--- src/rtl/jtag_sci_pkg.sv ---
// Shared types and field offsets for the JTAG-to-SCI burst bridge.
// Command and status positions are relative to the frame and response layout.
package jtag_sci_pkg;

  typedef enum logic [1:0] {
    IDLE,
    ISSUE,
    WAIT
  } fsm_t;

  // command bits sit just above the address field
  localparam int CMD_VALID = 0;
  localparam int CMD_RD    = 1;
  localparam int CMD_INC   = 2;

  // status bits sit just above last_rdata in the response
  localparam int ST_RDV = 0;
  localparam int ST_TMO = 1;
  localparam int ST_OVR = 2;

endpackage

--- src/rtl/jtag_sci_deser.sv ---
// Frame deserialiser: shift register, bit counter and response load.
// The completed frame is presented combinationally on the done cycle.
module jtag_sci_deser #(
  parameter int FRAME_W = 29,
  parameter int RESP_W  = 11
) (
  input  logic               clk_i,
  input  logic               rst_i,
  input  logic               shift_en_i,
  input  logic               capture_i,
  input  logic               tdi_i,
  input  logic [RESP_W-1:0]  resp_i,
  output logic               frame_done_o,
  output logic [FRAME_W-1:0] frame_o,
  output logic               tdo_o
);

  localparam int CW = $clog2(FRAME_W);

  logic [FRAME_W-1:0] sr_q, sr_d;
  logic [CW-1:0]      cnt_q, cnt_d;

  assign frame_o      = {tdi_i, sr_q[FRAME_W-1:1]};
  assign frame_done_o = shift_en_i && (cnt_q == CW'(FRAME_W - 1));

  always_comb begin
    sr_d  = sr_q;
    cnt_d = cnt_q;
    if (capture_i) begin
      cnt_d = '0;
    end else if (shift_en_i) begin
      if (frame_done_o) begin
        sr_d  = FRAME_W'(resp_i);
        cnt_d = '0;
      end else begin
        sr_d  = frame_o;
        cnt_d = cnt_q + 1'b1;
      end
    end
  end

  always_ff @(posedge clk_i) begin
    if (rst_i) begin
      sr_q  <= '0;
      cnt_q <= '0;
      tdo_o <= 1'b0;
    end else begin
      sr_q  <= sr_d;
      cnt_q <= cnt_d;
      tdo_o <= sr_q[0];
    end
  end

endmodule

--- src/rtl/jtag_sci_bridge_burst.sv ---
// JTAG ER2 to SCI bridge: frame decode, issue FSM, ack timeout and
// sticky report-and-clear status returned in the next frame response.
module jtag_sci_bridge_burst
  import jtag_sci_pkg::*;
#(
  parameter int ADDR_W      = 18,
  parameter int DATA_W      = 8,
  parameter int ACK_TIMEOUT = 15
) (
  input  logic              jtck,
  input  logic              rst,
  input  logic              jtdi,
  input  logic              jshift,
  input  logic              jce2,
  input  logic              ip_enable,
  output logic              er2_tdo,
  output logic              jcex,
  output logic [ADDR_W-1:0] sci_addr,
  output logic [DATA_W-1:0] sci_wdata,
  output logic              sci_wr,
  output logic              sci_rd,
  input  logic              sci_ack,
  input  logic [DATA_W-1:0] sci_rdata
);

  localparam int FRAME_W = ADDR_W + DATA_W + 3;
  localparam int RESP_W  = DATA_W + 3;
  localparam int VB      = ADDR_W + DATA_W;
  localparam int TW      = $clog2(ACK_TIMEOUT + 1);

  fsm_t              state_q, state_d;
  logic [TW-1:0]     tmr_q, tmr_d;
  logic              rd_q, rd_d;
  logic [ADDR_W-1:0] addr_q, addr_d;
  logic [DATA_W-1:0] wdata_q, wdata_d;
  logic [DATA_W-1:0] rdata_q, rdata_d;
  logic              ovr_q, ovr_d;
  logic              tmo_q, tmo_d;
  logic              rdv_q, rdv_d;
  logic              jtdi_q, jshift_q, jce2_q;

  logic               frame_done;
  logic [FRAME_W-1:0] frame;
  logic [RESP_W-1:0]  resp;

  always_comb begin
    resp                  = '0;
    resp[DATA_W-1:0]      = rdata_q;
    resp[DATA_W + ST_RDV] = rdv_q;
    resp[DATA_W + ST_TMO] = tmo_q;
    resp[DATA_W + ST_OVR] = ovr_q;
  end

  jtag_sci_deser #(
    .FRAME_W (FRAME_W),
    .RESP_W  (RESP_W)
  ) u_deser (
    .clk_i        (jtck),
    .rst_i        (rst),
    .shift_en_i   (jce2_q & jshift_q),
    .capture_i    (jce2_q & ~jshift_q),
    .tdi_i        (jtdi_q),
    .resp_i       (resp),
    .frame_done_o (frame_done),
    .frame_o      (frame),
    .tdo_o        (er2_tdo)
  );

  assign jcex      = jce2_q & ip_enable;
  assign sci_addr  = addr_q;
  assign sci_wdata = wdata_q;

  always_comb begin
    state_d = state_q;
    tmr_d   = tmr_q;
    rd_d    = rd_q;
    addr_d  = addr_q;
    wdata_d = wdata_q;
    rdata_d = rdata_q;
    ovr_d   = ovr_q;
    tmo_d   = tmo_q;
    rdv_d   = rdv_q;
    sci_rd  = 1'b0;
    sci_wr  = 1'b0;
    if (frame_done) begin
      ovr_d = 1'b0;
      tmo_d = 1'b0;
      rdv_d = 1'b0;
      if (frame[VB + CMD_VALID]) begin
        if (state_q != IDLE) begin
          ovr_d = 1'b1;
        end else begin
          addr_d  = frame[VB + CMD_INC] ? addr_q + 1'b1
                                        : frame[VB-1:DATA_W];
          wdata_d = frame[DATA_W-1:0];
          rd_d    = frame[VB + CMD_RD];
          state_d = ISSUE;
        end
      end
    end
    // completion flags are applied after the clear so they win
    unique case (state_q)
      ISSUE: begin
        sci_rd  = rd_q & ~rst;
        sci_wr  = ~rd_q & ~rst;
        tmr_d   = '0;
        state_d = WAIT;
      end
      WAIT: begin
        if (sci_ack) begin
          state_d = IDLE;
          if (rd_q) begin
            rdata_d = sci_rdata;
            rdv_d   = 1'b1;
          end
        end else if (tmr_q == TW'(ACK_TIMEOUT - 1)) begin
          state_d = IDLE;
          tmo_d   = 1'b1;
        end else begin
          tmr_d = tmr_q + 1'b1;
        end
      end
      default: ;
    endcase
  end

  always_ff @(posedge jtck) begin
    if (rst) begin
      state_q  <= IDLE;
      tmr_q    <= '0;
      rd_q     <= 1'b0;
      addr_q   <= '0;
      wdata_q  <= '0;
      rdata_q  <= '0;
      ovr_q    <= 1'b0;
      tmo_q    <= 1'b0;
      rdv_q    <= 1'b0;
      jtdi_q   <= 1'b0;
      jshift_q <= 1'b0;
      jce2_q   <= 1'b0;
    end else begin
      state_q  <= state_d;
      tmr_q    <= tmr_d;
      rd_q     <= rd_d;
      addr_q   <= addr_d;
      wdata_q  <= wdata_d;
      rdata_q  <= rdata_d;
      ovr_q    <= ovr_d;
      tmo_q    <= tmo_d;
      rdv_q    <= rdv_d;
      jtdi_q   <= jtdi;
      jshift_q <= jshift;
      jce2_q   <= jce2;
    end
  end

endmodule
--- config.mk ---
export PLATFORM = sky130hd
export DESIGN_NAME = jtag_sci_bridge_burst
export DESIGN_NICKNAME = d
export VERILOG_FILES = /design/src/rtl/jtag_sci_pkg.sv /design/src/rtl/jtag_sci_deser.sv /design/src/rtl/jtag_sci_bridge_burst.sv
export SDC_FILE = /design/constraint.sdc
export NUM_CORES = 1
export LEC_CHECK = 0
export CORE_AREA = 2 2 90 92
export CTS_CLUSTER_SIZE = 8
export DETAILED_ROUTE_END_ITERATION = 16
export DIE_AREA = 0 0 92 94
export PLACE_DENSITY = 0.71
export SLEW_MARGIN = 5
export SYNTH_ARGS = -nofsm -noshare
export SYNTH_HDL_FRONTEND = slang
export SYNTH_SLANG_ARGS = --single-unit
--- constraint.sdc ---
create_clock -name jtck -period 1.9 [get_ports jtck]
set_input_delay 0.285 -clock jtck [delete_from_list [all_inputs] [get_ports jtck]]
set_output_delay 0.285 -clock jtck [all_outputs]
set_load 0.01 [all_outputs]
==> impl_metrics.tcl <==
set metrics [dict create \
    async_reset_ff_frac 0 \
    p_leak_nw 1.48 \
    use_met3 0.0562 \
    fill_cells 705 \
    ios 45 \
    drt_iter0_drc 288 \
    cp.arrival_ns 2.07 \
    start_kind "register" \
    hold_path.startpoint "rst" \
    rsz0062_at_grt "no" \
    io_buffer_count 44 \
    maxCapViolCount 0 \
    via_per_inst 5.64 \
    syn_inst 476 \
    nets 538 \
    synth_edf_count 0 \
    cts_tree "built" \
    die-area_um2 8650 \
    synth_cell_type_count 41 \
    cts_buffers 9 \
    drive_above_1_share 0.0731 \
    postRouteAntennaNets 0 \
    grt_usage 0.215 \
    yosysWarnings 0 \
    total_power_mw 3.04 \
    syn_area_per_cell_um2 7.84 \
    gp_congestion 0.861 \
    syn_area_um2 3730 \
    root_buffer "clkbuf_8" \
    worstSkewPairLatency_ns 0.36 \
    final.setup_skew_ns 0.0156 \
    setup_viol 0 \
    r2r_start "state_q[1]" \
    grt_pass1_wl_um 15000 \
    synth_flop_cell "dfxtp_1" \
    met2_usage 0.325 \
    worst-setup-path-type "register to register" \
    yosysSeqAreaShare 0.440 \
    hp-class "input pin to register" \
    vdd_drop_max_uv 438 \
    dpl.hpwl_um 6010 \
    final_core_util 0.591 \
    period_share 0.935 \
    grt_pass1_vias 3176 \
    cts.sinks 82 \
    grt_antenna_before_repair 0 \
    fp.dieH_um 94 \
    drc 0 \
    crit_start "state_q[1]" \
    routed-via-count 3506 \
    cts.path.max_buffers 2 \
    clk_pin_slew_worst_paths_ns 0.09 \
    coreArea_um2 7610 \
    area_delta_synth_final_pct 20.4 \
    post_drt_wl_per_cell_um 14.2 \
    die_w_um 92 \
    grt_most_used_layer "met2" \
    cp_max_fo 19 \
    endpoint_kind "register" \
    drt_pass1_iterations 6 \
    syn_nets 499 \
    hold_viol_final 0 \
    outcome "completed" \
    r2r_setup_slack_ns 0.12 \
    max_slew_margin 0.473 \
    worst_slew_pin_slew_ns 0.791 \
    report.final.slew_viol_count 0 \
    grt_max_degree 77 \
    final_area_um2 4490 \
    start_util 0.490 \
    worst_ep_required_time_ns 2.19 \
    drt-total-wl_um 8860 \
    max_freq_mhz 563 \
    place_area_um2 4320 \
    cts_max_level 3 \
    setup_tns_ns 0 \
    fin_crit_ns 1.78 \
    row_count 32 \
    cellPowerDensity_nw_per_um2 676 \
    grt_use_met1 0.301 \
    ys_seq_elements 82 \
    grt_overflow 0 \
    diodes 0 \
]
[final cells by class]
| class | instances | area, um^2 | share of cell area |
|---|---|---|---|
| Clock buffer | 10 | 128 | 0.0284 |
| Timing Repair Buffer | 65 | 603 | 0.134 |
| Clock inverter | 6 | 50.0 | 0.0111 |
| Inverter | 10 | 37.5 | 0.00835 |
| Sequential cell | 82 | 1640 | 0.365 |
| Multi-Input combinational cell | 347 | 1910 | 0.424 |
| Tap cell | 102 | 128 | 0.0284 |
[registers in the layout, indices dropped and copies added, names as in the netlist, 2 cells and up]
signal         flops
rdata_q            8
sci_addr          18
sci_wdata          8
state_q            2
tmr_q              4
u_deser.cnt_q      5
u_deser.sr_q      29
[per-layer routing]
| layer | vias up | wire length, um | share of wire |
|---|---|---|---|
| li1 | 1757 | - | - |
| met1 | 1652 | 4330 | 0.49 |
| met2 | 87 | 4050 | 0.46 |
| met3 | 10 | 381 | 0.043 |
| met4 | 0 | 106 | 0.012 |
| met5 | - | 0 | 0 |
[cells in the mapped netlist, drive strengths merged, types with 10 or more instances]
cell	n	area, um^2
nand2	93	349
dfxtp	82	1640
a21oi	54	270
nand3	36	180
clkbuf	26	97.6
nor2	24	90.1
nand4	15	93.8
o21ai	15	75.1
a311oi	11	96.3
buf	11	51.3
inv	10	37.5
nor2b	10	62.6
[timing repair]
item / in CTS / in global routing
hold buffers: 0 / 0
endpoints found under the setup margin: 2 / 0
buffers inserted: 0 / 0
gates resized for setup: 3 / 0
[kinds of logic (layout without fill, tap and decap cells)]
kind of cell               count (synthesis)  in the layout  synth area share
muxes                                      7              7            0.0188
and+or+nand+nor                          222            222             0.285
xor gates and xnor gates                   5              5            0.0117
buffers and inverters                     47             91            0.0500
adders and majority gates                  8              8            0.0268
DFF                                       82             82             0.440
AOI/OAI and AO/OA                        105            105             0.168
[power breakdown]
| group | internal (mW) | switching [mW] |
|---|---|---|
| Combinational | 0.0536 | 0.0766 |
| Clock | 0.488 | 0.677 |
| Sequential | 1.73 | 0.0114 |
| Total | 2.27 | 0.765 |
[worst paths after layout]
check	end	depth (start not counted)
worst max-delay path	sci_addr[0]	7
worst min-delay path	tmr_q[0]	2
worst max register to register	sci_addr[0]	7
worst min register to register	sci_wdata[3]	2
[placed cells by master (no fill, tap or decap), drive strengths merged, types with 3 or more instances in the layout]
cell type / count
inv: 12
nand3: 36
o21ai: 15
clkbuf: 10
or3: 3
nor4: 5
nor2b: 10
buf: 22
a31oi: 8
nand2b: 4
xor2: 5
nand2: 93
ha: 8
a311oi: 11
and4: 4
a21oi: 54
dfxtp: 82
mux2i: 7
and2: 8
nor4b: 3
nor3: 6
nor2: 24
nand4: 15
clkdlybuf4s50: 41
and3: 7
[critical path: stages, from the launching register on]
cell and delay [ns]:
dfxtp_1 0.33, inv_1 0.10, ha_1 0.17, nand4_1 0.12
or2_1 0.29, buf_4 0.22, or3_1 0.32, a31oi_1 0.15
[metrics by stage]
step                      instances  worst slack [ns]  hold WS (ns)
after detailed placement        606             0.152         0.447
after floorplan                 476             0.275         0.413
after CTS                       622             0.133         0.171
after global routing            622            0.0173         0.172
final                           622             0.123         0.167
after global placement          606             0.213         0.443
No activity file was read; power rests on OpenSTA's default activity.
